[src/rtl/frame_seq_ctrl.sv]
// frame_seq_ctrl
// Serial frame comparator. A run is started with `start` and then compares
// frames of cfg_len bits, taken MSB-first from `data_in` on cycles where
// `data_valid` is high, against the low cfg_len bits of the reference
// pattern. Each frame produces exactly one match or not_match pulse.
// A run ends after cfg_frames frames (or only on abort when cfg_frames = 0).
//
// Ports
//   clk          : clock, all state updates on the rising edge
//   rst          : synchronous active-high reset
//   cfg_we       : configuration write strobe (honoured in IDLE only)
//   cfg_pattern  : reference pattern, right-aligned
//   cfg_len      : frame length in bits, legal range 3..FRAME_MAX
//   cfg_frames   : frames per run, 0 = continuous
//   start        : run request (level-sampled in IDLE)
//   abort        : terminate the active run, no verdict for a partial frame
//   data_in      : serial data bit
//   data_valid   : data_in qualifier
//   busy         : run active
//   done         : one-cycle pulse on normal run completion
//   match        : one-cycle pulse, frame equals the pattern
//   not_match    : one-cycle pulse, frame differs from the pattern
//   match_cnt    : matching frames in the current/last run (saturating)
//   miss_cnt     : mismatching frames in the current/last run (saturating)
//   cfg_err      : one-cycle pulse when start is rejected for a bad cfg_len
module frame_seq_ctrl #(
    parameter int FRAME_MAX = 8
) (
    input  logic                 clk,
    input  logic                 rst,
    input  logic                 cfg_we,
    input  logic [FRAME_MAX-1:0] cfg_pattern,
    input  logic [3:0]           cfg_len,
    input  logic [7:0]           cfg_frames,
    input  logic                 start,
    input  logic                 abort,
    input  logic                 data_in,
    input  logic                 data_valid,
    output logic                 busy,
    output logic                 done,
    output logic                 match,
    output logic                 not_match,
    output logic [7:0]           match_cnt,
    output logic [7:0]           miss_cnt,
    output logic                 cfg_err
);

    localparam logic [0:0]           ST_IDLE = 1'b0;
    localparam logic [0:0]           ST_RUN  = 1'b1;
    localparam logic [FRAME_MAX-1:0] PAT_RST = FRAME_MAX'(8'h1C);
    localparam logic [FRAME_MAX-1:0] PAT_ONE = FRAME_MAX'(1'b1);
    localparam logic [3:0]           LEN_MAX = 4'(FRAME_MAX);

    // Saturating 8-bit increment used by both frame counters.
    function automatic logic [7:0] sat_inc(input logic [7:0] v);
        sat_inc = (v == 8'hFF) ? v : v + 8'd1;
    endfunction

    logic [0:0]           state_q,      state_d;
    // Programmed configuration (written in IDLE).
    logic [FRAME_MAX-1:0] cfg_pat_q,    cfg_pat_d;
    logic [3:0]           cfg_len_q,    cfg_len_d;
    logic [7:0]           cfg_frames_q, cfg_frames_d;
    // Snapshot used by the active run, so a write coinciding with start
    // only affects the next run.
    logic [FRAME_MAX-1:0] run_pat_q,    run_pat_d;
    logic [3:0]           run_len_q,    run_len_d;
    logic [7:0]           run_frames_q, run_frames_d;
    logic [3:0]           bit_idx_q,    bit_idx_d;
    logic [7:0]           frame_cnt_q,  frame_cnt_d;
    logic                 err_q,        err_d;       // mismatch seen so far in frame
    logic                 busy_q,       busy_d;
    logic                 done_q,       done_d;
    logic                 match_q,      match_d;
    logic                 not_match_q,  not_match_d;
    logic                 cfg_err_q,    cfg_err_d;
    logic [7:0]           match_cnt_q,  match_cnt_d;
    logic [7:0]           miss_cnt_q,   miss_cnt_d;

    logic                 len_ok_s;
    logic [3:0]           pos_s;
    logic                 exp_bit_s;
    logic                 frame_bad_s;
    logic                 last_bit_s;
    logic [7:0]           frame_next_s;
    logic                 run_end_s;

    // Bit-level comparison helpers: the k-th bit of a frame is checked
    // against pattern[len-1-k].
    always_comb begin
        len_ok_s     = (cfg_len_q >= 4'd3) && (cfg_len_q <= LEN_MAX);
        pos_s        = run_len_q - 4'd1 - bit_idx_q;
        exp_bit_s    = |(run_pat_q & (PAT_ONE << pos_s));
        frame_bad_s  = err_q | (data_in ^ exp_bit_s);
        last_bit_s   = (bit_idx_q == (run_len_q - 4'd1));
        frame_next_s = frame_cnt_q + 8'd1;
        run_end_s    = (run_frames_q != 8'd0) && (frame_next_s == run_frames_q);
    end

    // Next-state logic for the controller, configuration and counters.
    always_comb begin
        state_d      = state_q;
        cfg_pat_d    = cfg_pat_q;
        cfg_len_d    = cfg_len_q;
        cfg_frames_d = cfg_frames_q;
        run_pat_d    = run_pat_q;
        run_len_d    = run_len_q;
        run_frames_d = run_frames_q;
        bit_idx_d    = bit_idx_q;
        frame_cnt_d  = frame_cnt_q;
        err_d        = err_q;
        busy_d       = busy_q;
        match_cnt_d  = match_cnt_q;
        miss_cnt_d   = miss_cnt_q;
        done_d       = 1'b0;
        match_d      = 1'b0;
        not_match_d  = 1'b0;
        cfg_err_d    = 1'b0;

        case (state_q)
            ST_IDLE: begin
                if (cfg_we) begin
                    cfg_pat_d    = cfg_pattern;
                    cfg_len_d    = cfg_len;
                    cfg_frames_d = cfg_frames;
                end else begin
                    cfg_pat_d    = cfg_pat_q;
                end
                if (start) begin
                    if (len_ok_s) begin
                        state_d      = ST_RUN;
                        busy_d       = 1'b1;
                        run_pat_d    = cfg_pat_q;
                        run_len_d    = cfg_len_q;
                        run_frames_d = cfg_frames_q;
                        bit_idx_d    = 4'd0;
                        frame_cnt_d  = 8'd0;
                        err_d        = 1'b0;
                        match_cnt_d  = 8'd0;
                        miss_cnt_d   = 8'd0;
                    end else begin
                        cfg_err_d    = 1'b1;
                    end
                end else begin
                    state_d = ST_IDLE;
                end
            end
            ST_RUN: begin
                // Abort wins over data, including a frame's final bit.
                if (abort) begin
                    state_d   = ST_IDLE;
                    busy_d    = 1'b0;
                    bit_idx_d = 4'd0;
                    err_d     = 1'b0;
                end else if (data_valid) begin
                    if (last_bit_s) begin
                        bit_idx_d   = 4'd0;
                        err_d       = 1'b0;
                        frame_cnt_d = frame_next_s;
                        if (frame_bad_s) begin
                            not_match_d = 1'b1;
                            miss_cnt_d  = sat_inc(miss_cnt_q);
                        end else begin
                            match_d     = 1'b1;
                            match_cnt_d = sat_inc(match_cnt_q);
                        end
                        if (run_end_s) begin
                            state_d = ST_IDLE;
                            busy_d  = 1'b0;
                            done_d  = 1'b1;
                        end else begin
                            state_d = ST_RUN;
                        end
                    end else begin
                        bit_idx_d = bit_idx_q + 4'd1;
                        err_d     = frame_bad_s;
                    end
                end else begin
                    bit_idx_d = bit_idx_q;
                end
            end
            default: begin
                state_d = ST_IDLE;
                busy_d  = 1'b0;
            end
        endcase
    end

    // State and output registers with synchronous reset.
    always_ff @(posedge clk) begin
        if (rst) begin
            state_q      <= ST_IDLE;
            cfg_pat_q    <= PAT_RST;
            cfg_len_q    <= 4'd6;
            cfg_frames_q <= 8'd1;
            run_pat_q    <= PAT_RST;
            run_len_q    <= 4'd6;
            run_frames_q <= 8'd1;
            bit_idx_q    <= 4'd0;
            frame_cnt_q  <= 8'd0;
            err_q        <= 1'b0;
            busy_q       <= 1'b0;
            done_q       <= 1'b0;
            match_q      <= 1'b0;
            not_match_q  <= 1'b0;
            cfg_err_q    <= 1'b0;
            match_cnt_q  <= 8'd0;
            miss_cnt_q   <= 8'd0;
        end else begin
            state_q      <= state_d;
            cfg_pat_q    <= cfg_pat_d;
            cfg_len_q    <= cfg_len_d;
            cfg_frames_q <= cfg_frames_d;
            run_pat_q    <= run_pat_d;
            run_len_q    <= run_len_d;
            run_frames_q <= run_frames_d;
            bit_idx_q    <= bit_idx_d;
            frame_cnt_q  <= frame_cnt_d;
            err_q        <= err_d;
            busy_q       <= busy_d;
            done_q       <= done_d;
            match_q      <= match_d;
            not_match_q  <= not_match_d;
            cfg_err_q    <= cfg_err_d;
            match_cnt_q  <= match_cnt_d;
            miss_cnt_q   <= miss_cnt_d;
        end
    end

    assign busy      = busy_q;
    assign done      = done_q;
    assign match     = match_q;
    assign not_match = not_match_q;
    assign match_cnt = match_cnt_q;
    assign miss_cnt  = miss_cnt_q;
    assign cfg_err   = cfg_err_q;

endmodule

[config.mk]
export PLATFORM = sky130hd
export DESIGN_NAME = frame_seq_ctrl
export DESIGN_NICKNAME = d
export VERILOG_FILES = /design/src/rtl/frame_seq_ctrl.sv
export SDC_FILE = /design/constraint.sdc
export NUM_CORES = 1
export LEC_CHECK = 0
export ABC_AREA = 1
export CORE_MARGIN = 10
export CORE_UTILIZATION = 25
export CTS_CLUSTER_DIAMETER = 200
export DETAILED_ROUTE_END_ITERATION = 10
export PLACE_DENSITY_LB_ADDON = 0.3
export SLEW_MARGIN = 20
export SYNTH_ARGS = -nofsm -noshare
export SYNTH_HDL_FRONTEND = slang
export SYNTH_SLANG_ARGS = --single-unit
[constraint.sdc]
create_clock -name clk -period 2.9 [get_ports clk]
set_input_delay 0.87 -clock clk [delete_from_list [all_inputs] [get_ports clk]]
set_output_delay 0.87 -clock clk [all_outputs]
set_load 0.01 [all_outputs]
=== Word-level counts from Yosys, hierarchy flattened ===
Cells that the tools add are included.

* Memories kept: 0
* Output and inout port bits: 21
* ROM bits: 0
* Input port bits: 27
* Logic and storage cells: 110
* Bits in writable memories: 0
* Register bits after elaboration: 75
* Bits in latches: 0

* Reduce and logical (&&, ||, !) cells: 13
* $add $sub $neg: 6
* Bitwise operators: 7
* Divide/modulo/power cells: 0
* Equality and inequality tests: 16
* Shift-type cells: 1
* Magnitude comparators: 2
* Muxes and demuxes: 48
* $mul: 0

{| class="wikitable"
|+ Operators by type and width
! operator !! count
|-
| two-way mux 8 bit || 15
|-
| case mux 8 bit (2 select lines) || 3
|-
| adder 8 x 1 -> 8 bit (second input constant) || 3
|-
| two-way mux 1 bit || 21
|-
| two-way mux 4 bit || 5
|-
| == test 8 bit (second input constant) || 2
|-
| inequality test 2 bit (second input constant) || 7
|-
| AND reduction 7 bit || 2
|-
| AND reduction 5 bit || 2
|-
| bitwise AND 8 bit || 1
|-
| == test 8 bit || 1
|-
| case mux 4 bit (2 select lines) || 1
|-
| nonzero test 8 bit || 1
|-
| OR reduction 8 bit || 1
|-
| left shift 1 x 4 -> 8 bit (first input constant) || 1
|-
| inequality test 3 x 2 -> 1 bit (second input constant) || 2
|-
| case mux 1 bit (2 select lines) || 3
|-
| AND reduction 3 bit || 2
|-
| OR reduction 5 bit || 1
|-
| adder 4 x 1 -> 4 bit (second input constant) || 1
|-
| == test 4 bit || 1
|-
| >= comparator 4 x 2 -> 1 bit (second input constant) || 1
|-
| <= comparator 4 bit (second input constant) || 1
|-
| inequality test 2 x 1 -> 1 bit (second input constant) || 2
|-
| 9 further kinds || 13
|}

=== Depth between registers and ports, before layout ===
Gate-level depths: netlist of the first run.

* Depth after elaboration: 12
* Gate-level depth with buffers: 18
* Depth with buffers taken out: 18

=== Worst setup path after synthesis of the first run ===
No wires, ideal clock.

* Path type: register to register
* Start point: register run_len_q[0]
* End point: register match_cnt_q[0] (netlist: match_cnt[0])
* Buffers on the path: 0
* Setup slack: 517 ps
* Cell stages (with the launch flop): 16
* Data required time: 2786 ps
* Data arrival time: 2269 ps
* Cells stage by stage: dfxtp_1 inv_1 ha_1 fa_1 nor2_1 nand2_1 nand3_1 nor2_1 nor2_1 nand2_1 nand2_2 nand3_2 nand2_4 nand3_4 a21oi_1 nor2_1

* Cells in the longest elaborated chain, start to end: 9

{| class="wikitable"
|+ Ends and longest elaborated chain
! item !! RTL line !! RTL
|-
| start, declared || 67 || <nowiki>logic [3:0] run_len_q, run_len_d;</nowiki>
|-
| start signal, assigned || 215 || <nowiki>run_len_q <= run_len_d;</nowiki>
|-
| subtractor 4 x 1 -> 4 bit * || 92, 95 ||
|-
| subtractor 4 bit || 92 || <nowiki>pos_s = run_len_q - 4'd1 - bit_idx_q;</nowiki>
|-
| left shift 1 x 4 -> 8 bit || 93 || <nowiki>exp_bit_s = |(run_pat_q & (PAT_ONE << pos_s));</nowiki>
|-
| bitwise AND 8 bit || 93 ||
|-
| OR reduction 8 bit || 93 ||
|-
| XOR 1 bit || 94 || <nowiki>frame_bad_s = err_q | (data_in ^ exp_bit_s);</nowiki>
|-
| OR 1 bit || 94 ||
|-
| inequality test 2 bit (no line) || n/a ||
|-
| AND reduction 7 bit (no line) * || n/a ||
|-
| end signal, assigned || 225 || <nowiki>match_cnt_q <= match_cnt_d;</nowiki>
|-
| end, declared || 77 || <nowiki>logic [7:0] match_cnt_q, match_cnt_d;</nowiki>
|}

Every way passes the cells marked *; elsewhere a longest branch is shown, timed or not.
A chain may end at the register's enable or synchronous reset.

=== Worst setup path after layout of the first run ===
* Start point: register run_len_q[0]
* End point: register miss_cnt_q[4] (netlist: miss_cnt[4])

* Cells in the longest elaborated chain, start to end: 9

{| class="wikitable"
|+ Ends and longest elaborated chain
! item !! RTL line !! RTL
|-
| subtractor 4 x 1 -> 4 bit * || 92, 95 ||
|-
| subtractor 4 bit || 92 ||
|-
| left shift 1 x 4 -> 8 bit || 93 ||
|-
| bitwise AND 8 bit || 93 ||
|-
| OR reduction 8 bit || 93 ||
|-
| XOR 1 bit || 94 ||
|-
| OR 1 bit || 94 ||
|-
| inequality test 2 x 1 -> 1 bit (no line) || n/a ||
|-
| AND reduction 7 bit (no line) * || n/a ||
|-
| end signal, assigned || 226 || <nowiki>miss_cnt_q <= miss_cnt_d;</nowiki>
|-
| end, declared || 78 || <nowiki>logic [7:0] miss_cnt_q, miss_cnt_d;</nowiki>
|}

Marks and branches as above.

==> metrics.md, run 1 <==
| Metric | Value |
|---|---|
| Status | completed |
| Fillers | 1543 |
| Antenna cells | 0 |
| Area growth syn-to-layout | 25.43% |
| H-tree Lvls | 3 |
| Yosys warning count | 0 |
| Detail Placement HPWL | 6.885 mm |
| Hold Vio Cnt, Final | 0 |
| Root Buffer | clkbuf_16 |
| Worst path bufs/invs | 1 |
| Max Slew Vio Count | 0 |
| NumNets Final | 616 |
| Largest net degree at the start of global routing | 49 |
| Number of global-route vias before repair | 3342 |
| Routed vias | 3439 |
| Clk Latency, worst-skew pair | 0.34 ns |
| GRT overflow | 0 |
| Clk slew on worst S/H paths | 0.06 ns |
| Die W | 142.1 microns |
| Slew HR | 60.94% |
| Antenna viol nets, final | 0 |
| RSZ-0062 raised after global routing | no |
| Design Area, Final | 4678 sq um |
| Finished Layout Cells | 768 |
| Worst r2r src | run_len_q[0] |
| Worst path slowest cell | fa_2 |
| Arr. time, crit path | 2.95 ns |
| Clk sinks | 75 |
| PwrDens | 607.5 nW/um^2 |
| Post-Syn Nets | 573 |
| Crit path capture | miss_cnt[4] |
| Crit-path max cell delay | 0.61 ns |
| Most frequent cells in the layout | nand2_1 (118), nor2_1 (82), dfxtp_1 (75) |
| Worst path required time | 3.16 ns |
| Critical path fanouts, max | 9 |
| Critical path startpoint | run_len_q[0] |
| Cell count after synthesis | 537 |
| # setup viols final | 0 |
| Residual DRC count | 0 |
| CTS tree | yes |
| Sequential cell area | 1501 sq um |
| Yosys reg bits | 75 |
| IO Port Bufs | 47 |
| Core area | 14590 sq um |
| Worst-Margin Slew | 0.5852 ns |
| Cell Chain, Critical Path | inv_1 > ha_1 > fa_2 > nand3_1 > nand3_1 > nor2_1 > nor2_1 > nand2_1 > nand2_2 > nand4_2 > nand3_4 > nand2_1 > a21oi_1 |
| Die height | 142.1 microns |
| Leakage | 1.937 nW |
| Initial Utilization | 25.57% |
| Placed Instance Area | 4380 sq um |
| Antenna violations before repair | 0 |
| Syn Area/Cell | 6.946 sq um |
| Postcts setup bufs | 0 |
| Footprint of the multi-input gates | 1941 sq um |
| Achievable Freq | 0.3714 GHz |
| R2R depth | 13 |
| Hold buffer count at CTS | 0 |
| Hold slack | 0.4635 ns |
| Top Ports | 48 |
| Commonest non-fill, non-tap cell in the layout | nand2_1 |
| Hold Path Class | reg2reg |
| Max-Cap Viols | 0 |
| Routed WL | 9.401 mm |
| Setup TNS Final | 0 ns |
| Initial drt markers | 211 |
| GRT Total Usage | 9.516% |
| Kind of critical path | reg2reg |
| Final clock skew | 0.006439 ns |
| Critical Path Start Type | register |
| Vias per cell | 4.478 |
| GP Congestion | 0.8551 |
| DIE AREA | 20210 sq um |
| WL per Instance | 12.24 microns |
| Wire length of the first global-routing pass | 16.08 mm |
| Stages on the worst setup path | 13 |
| Crit path max-delay family | simple AND/OR/NAND/NOR gates |
| Most used DFF post-synth | dfxtp_1 |
| CTS buffer count | 9 |
| Mapped cell area | 3730 sq um |
| Post-Place Cells | 753 |
| Pre-antenna DRT Iters | 5 |
| R2R setup slack | 0.21 ns |
| Fraction of registers with async set/reset | 0% |
| # rows | 44 |
| EDFF count, synth | 0 |
| Clock buffer depth | 2 |
| Sequential-to-total area share from yosys stat | 40.25% |
| Worst R2R End | miss_cnt[4] |
| Distinct cells, synth | 27 |
| Final cycle utilization of the critical path | 92.84% |
| VDD IR max | 0.2871 mV |
| Fraction of layout cells with a size suffix above 1 | 5.822% |
| Final Critical Period | 2.692 ns |
| Crit. End Element | register |
==> cell usage after synthesis (3+ instances only) <==
library cell  count  area, sq um
ha_1              8        100.1
nor2_1           82        307.8
buf_2             4        20.02
xnor2_1           4        35.03
nor3_1            7        35.03
inv_1            52        195.2
clkbuf_1         15        56.30
nand3_1          39        195.2
nand2_2           5        31.28
dfxtp_1          75         1501
xor2_1           10        87.58
a211oi_1          3        22.52
nor4_1            4        25.02
nand4_1          22        137.6
nand2_1         118        442.9
a21oi_1          38        190.2
o21ai_0          37        185.2
==> cell type report <==
| type | count | area share, % |
|---|---|---|
| Clock buffer | 13 | 5.563 |
| Clock inverter | 2 | 0.7489 |
| Inverter | 54 | 4.333 |
| Multi-Input combinational cell | 388 | 41.48 |
| Sequential cell | 75 | 32.09 |
| Tap cell | 184 | 4.921 |
| Timing Repair Buffer | 52 | 10.86 |
==> timing repair <==
| item | CTS | global route |
|---|---|---|
| hold endpoints to repair | 0 | 0 |
| endpoints found under the setup margin | 0 | 6 |
| resized for setup | 0 | 1 |
==> where the power goes <==
part           internal (mW)  switching (mW)
registers               1.11          0.0614
clock network          0.707           0.408
logic                  0.209           0.343
total                   2.03           0.812
==> flip-flops by register name, indices dropped and copies added (netlist names) <==
signal,flops
busy,1
not_match,1
cfg_frames_q,8
err_q,1
cfg_len_q,4
match,1
bit_idx_q,4
frame_cnt_q,8
run_pat_q,8
state_q,1
match_cnt,8
cfg_pat_q,8
run_frames_q,8
run_len_q,4
miss_cnt,8
done,1
cfg_err,1
==> logic make-up after synthesis <==
group                      after synthesis  share of synthesized area [%]
DFF                                     75                          40.25
adders and majority gates                9                          3.221
buffers and inverters                   74                          7.783
and+or+nand+nor                        285                          34.38
xor gates and xnor gates                14                          3.287
AOI/OAI and AO/OA                       80                          11.07
==> worst min-delay path, cell delays in order, from the launching register on <==
cell and delay, ns:
dfxtp_1 0.31, nand2_1 0.06, a21oi_1 0.05
==> worst min path at each step <==
stage                          startpoint         endpoint  slack (ns)  cells after the start
final                               err_q            err_q        0.46                      2
after global routing                 busy             busy        0.48                      2
after CTS                           err_q            err_q        0.47                      2
after detailed placement            err_q            err_q        0.46                      2
after global placement              err_q            err_q        0.45                      2
after floorplan           cfg_frames_q[0]  run_frames_q[0]        0.43                      2
==> per-stage QoR <==
| stage | total power [mW] | setup WS (ns) | utilization, % |
|---|---|---|---|
| final | 2.842 | 0.2078 | 32.07 |
| after global routing | 3.018 | 0.02591 | 32.07 |
| after CTS | 2.874 | 0.1675 | 32.05 |
| after detailed placement | 1.749 | 0.2065 | 30.03 |
| after global placement | 1.740 | 0.2453 | 30.03 |
| after floorplan | 1.584 | 0.5173 | - |
==> layer usage <==
| layer | GRT usage (%) | up-vias | part of all wire (%) |
|---|---|---|---|
| li1 | - | 1849 | - |
| met1 | 12.62 | 1503 | 50 |
| met2 | 13.80 | 85 | 42 |
| met3 | 3.905 | 2 | 7.6 |
| met4 | 2.690 | 0 | 0.27 |
| met5 | 0 | - | 0 |
No activity file was read; power rests on OpenSTA's default activity.
==> run 2: changes to the inputs <==
--- a/config.mk
+++ b/config.mk
@@ -6,11 +6,11 @@
 export NUM_CORES = 1
 export LEC_CHECK = 0
 export ABC_AREA = 1
-export CORE_MARGIN = 10
 export CORE_UTILIZATION = 25
 export CTS_CLUSTER_DIAMETER = 200
 export DETAILED_ROUTE_END_ITERATION = 10
 export PLACE_DENSITY_LB_ADDON = 0.3
+export SKIP_LAST_GASP = 1
 export SLEW_MARGIN = 20
 export SYNTH_ARGS = -nofsm -noshare
 export SYNTH_HDL_FRONTEND = slang
==> run 2 against run 1 <==
Compared with the run above: non-clock buffer count rose by 3; worst setup slack improved by 0.035 ns; total power decreased by 3.0%; first-iteration DRC count up 31%; routed wire length decreased by 7.1%; global-route usage is 3.0 points higher; final cell count rose by 0.26%; die area decreased by 24%.
==> metrics.md, run 2 (same netlist as run 1, synthesis figures left out) <==
| Metric | Value |
|---|---|
| CTS buffer count | 9 |
| Hold buffer count at CTS | 0 |
| Antenna viol nets, final | 0 |
| Design Area, Final | 4702 sq um |
| Root Buffer | clkbuf_16 |
| Final cycle utilization of the critical path | 91.62% |
| CTS tree | yes |
| Setup TNS Final | 0 ns |
| Commonest non-fill, non-tap cell in the layout | nand2_1 |
| Number of global-route vias before repair | 3243 |
| IO Port Bufs | 47 |
| WL per Instance | 11.34 microns |
| Kind of critical path | reg2reg |
| Max Slew Vio Count | 0 |
| Antenna cells | 0 |
| Initial Utilization | 25.66% |
| GRT overflow | 0 |
| Most frequent cells in the layout | nand2_1 (118), nor2_1 (81), dfxtp_1 (75) |
| Clock buffer depth | 2 |
| Cell Chain, Critical Path | inv_1 > ha_1 > fa_2 > nand3_1 > nand3_1 > nor2_1 > nor2_1 > nand2_1 > nand2_2 > nand3_2 > nand2_4 > nand3_4 > nand2_1 > nand2_1 > nor2_1 |
| PwrDens | 586.3 nW/um^2 |
| Initial drt markers | 276 |
| Final clock skew | 0.003790 ns |
| Clk sinks | 75 |
| # rows | 44 |
| Crit-path max cell delay | 0.61 ns |
| Tot Pwr | 2.757 mW |
| Critical Path Start Type | register |
| Hold slack | 0.4639 ns |
| Die height | 124.1 microns |
| Status | completed |
| Achievable Freq | 0.3764 GHz |
| GRT Total Usage | 12.52% |
| Hold Vio Cnt, Final | 0 |
| Critical path fanouts, max | 9 |
| Wire length of the first global-routing pass | 15.25 mm |
| Final Critical Period | 2.657 ns |
| Worst-Margin Slew | 0.6152 ns |
| Clk Latency, worst-skew pair | 0.33 ns |
| Worst path required time | 3.16 ns |
| Fraction of layout cells with a size suffix above 1 | 6.485% |
| Top Ports | 48 |
| Slew HR | 58.94% |
| GP Congestion | 0.8159 |
| # setup viols final | 0 |
| Worst path slowest cell | fa_2 |
| Core area | 14530 sq um |
| VDD IR max | 0.2944 mV |
| DIE AREA | 15410 sq um |
| Vias per cell | 4.492 |
| H-tree Lvls | 3 |
| RSZ-0062 raised after global routing | yes |
| Fillers | 1600 |
| Antenna violations before repair | 0 |
| Pre-antenna DRT Iters | 4 |
| Footprint of the multi-input gates | 1943 sq um |
| Clk slew on worst S/H paths | 0.06 ns |
| Placed Instance Area | 4400 sq um |
| Arr. time, crit path | 2.92 ns |
| Routed vias | 3459 |
| Die W | 124.1 microns |
| Leakage | 1.946 nW |
| Residual DRC count | 0 |
| Sequential cell area | 1501 sq um |
| Hold Path Class | reg2reg |
| NumNets Final | 619 |
| Max-Cap Viols | 0 |
| Largest net degree at the start of global routing | 42 |
| Area growth syn-to-layout | 26.07% |
| Routed WL | 8.730 mm |
| Detail Placement HPWL | 6.327 mm |
| Setup WS post-layout | 0.2431 ns |
| Crit. End Element | register |
| Placement Setup Slack | 0.1750 ns |
run 2: cell count changes in the layout (fill, tap and decap cells not counted), sizes merged:
| cell | before | now |
|---|---|---|
| buf | 5 | 8 |
| bufinv | 1 | 0 |
| clkbuf | 13 | 12 |
| clkinvlp | 0 | 1 |
run 2: worst paths after layout:
kind                                    from           end  slack, ns  depth (start not counted)
worst min-delay path                    busy          busy       0.46                          2
worst max-delay path            run_len_q[0]  match_cnt[0]       0.24                         15
worst min register to register          busy          busy       0.46                          2
worst max register to register  run_len_q[0]  match_cnt[0]       0.24                         15
run 2: layout make-up:
class | count | area share (%)
Clock buffer | 12 | 5.455
Timing Repair Buffer | 55 | 11.81
Clock inverter | 2 | 0.2661
Tap cell | 184 | 4.896
Sequential cell | 75 | 31.93
Inverter | 54 | 4.311
Multi-Input combinational cell | 388 | 41.33
run 2: critical path: cells and delay by family (launching register included):
family | cells | cell delay [ns]
AND/OR/NAND/NOR | 12 | 1.24
flip-flops | 1 | 0.35
adder cells (fa/ha/maj) | 2 | 0.94
buffers and inverters | 1 | 0.07
run 2: what timing repair did:
item	CTS	global route
endpoints found under the setup margin	0	16
buffers inserted	0	2
resized for setup	0	2
run 2: report_power, final:
| group | total [mW] | leakage [nW] | switching (mW) | internal (mW) |
|---|---|---|---|---|
| Clock | 1.02 | 0.131 | 0.401 | 0.614 |
| Combinational | 0.569 | 1.20 | 0.347 | 0.222 |
| Sequential | 1.17 | 0.615 | 0.0581 | 1.11 |
run 2: metrics by stage:
stage / utilization (%) / cells
after floorplan: - / 537
after global placement: 30.28 / 754
after detailed placement: 30.28 / 754
after CTS: 32.13 / 768
after global routing: 32.35 / 770
final: 32.35 / 770
run 2: routing by layer:
layer / track usage (%) / vias to the layer above / wire length [microns]
met4: 3.497 / 0 / 90
met2: 18.75 / 101 / 3714
met5: 0 / - / 0
met3: 3.251 / 12 / 504
met1: 17.54 / 1502 / 4420
li1: - / 1844 / -
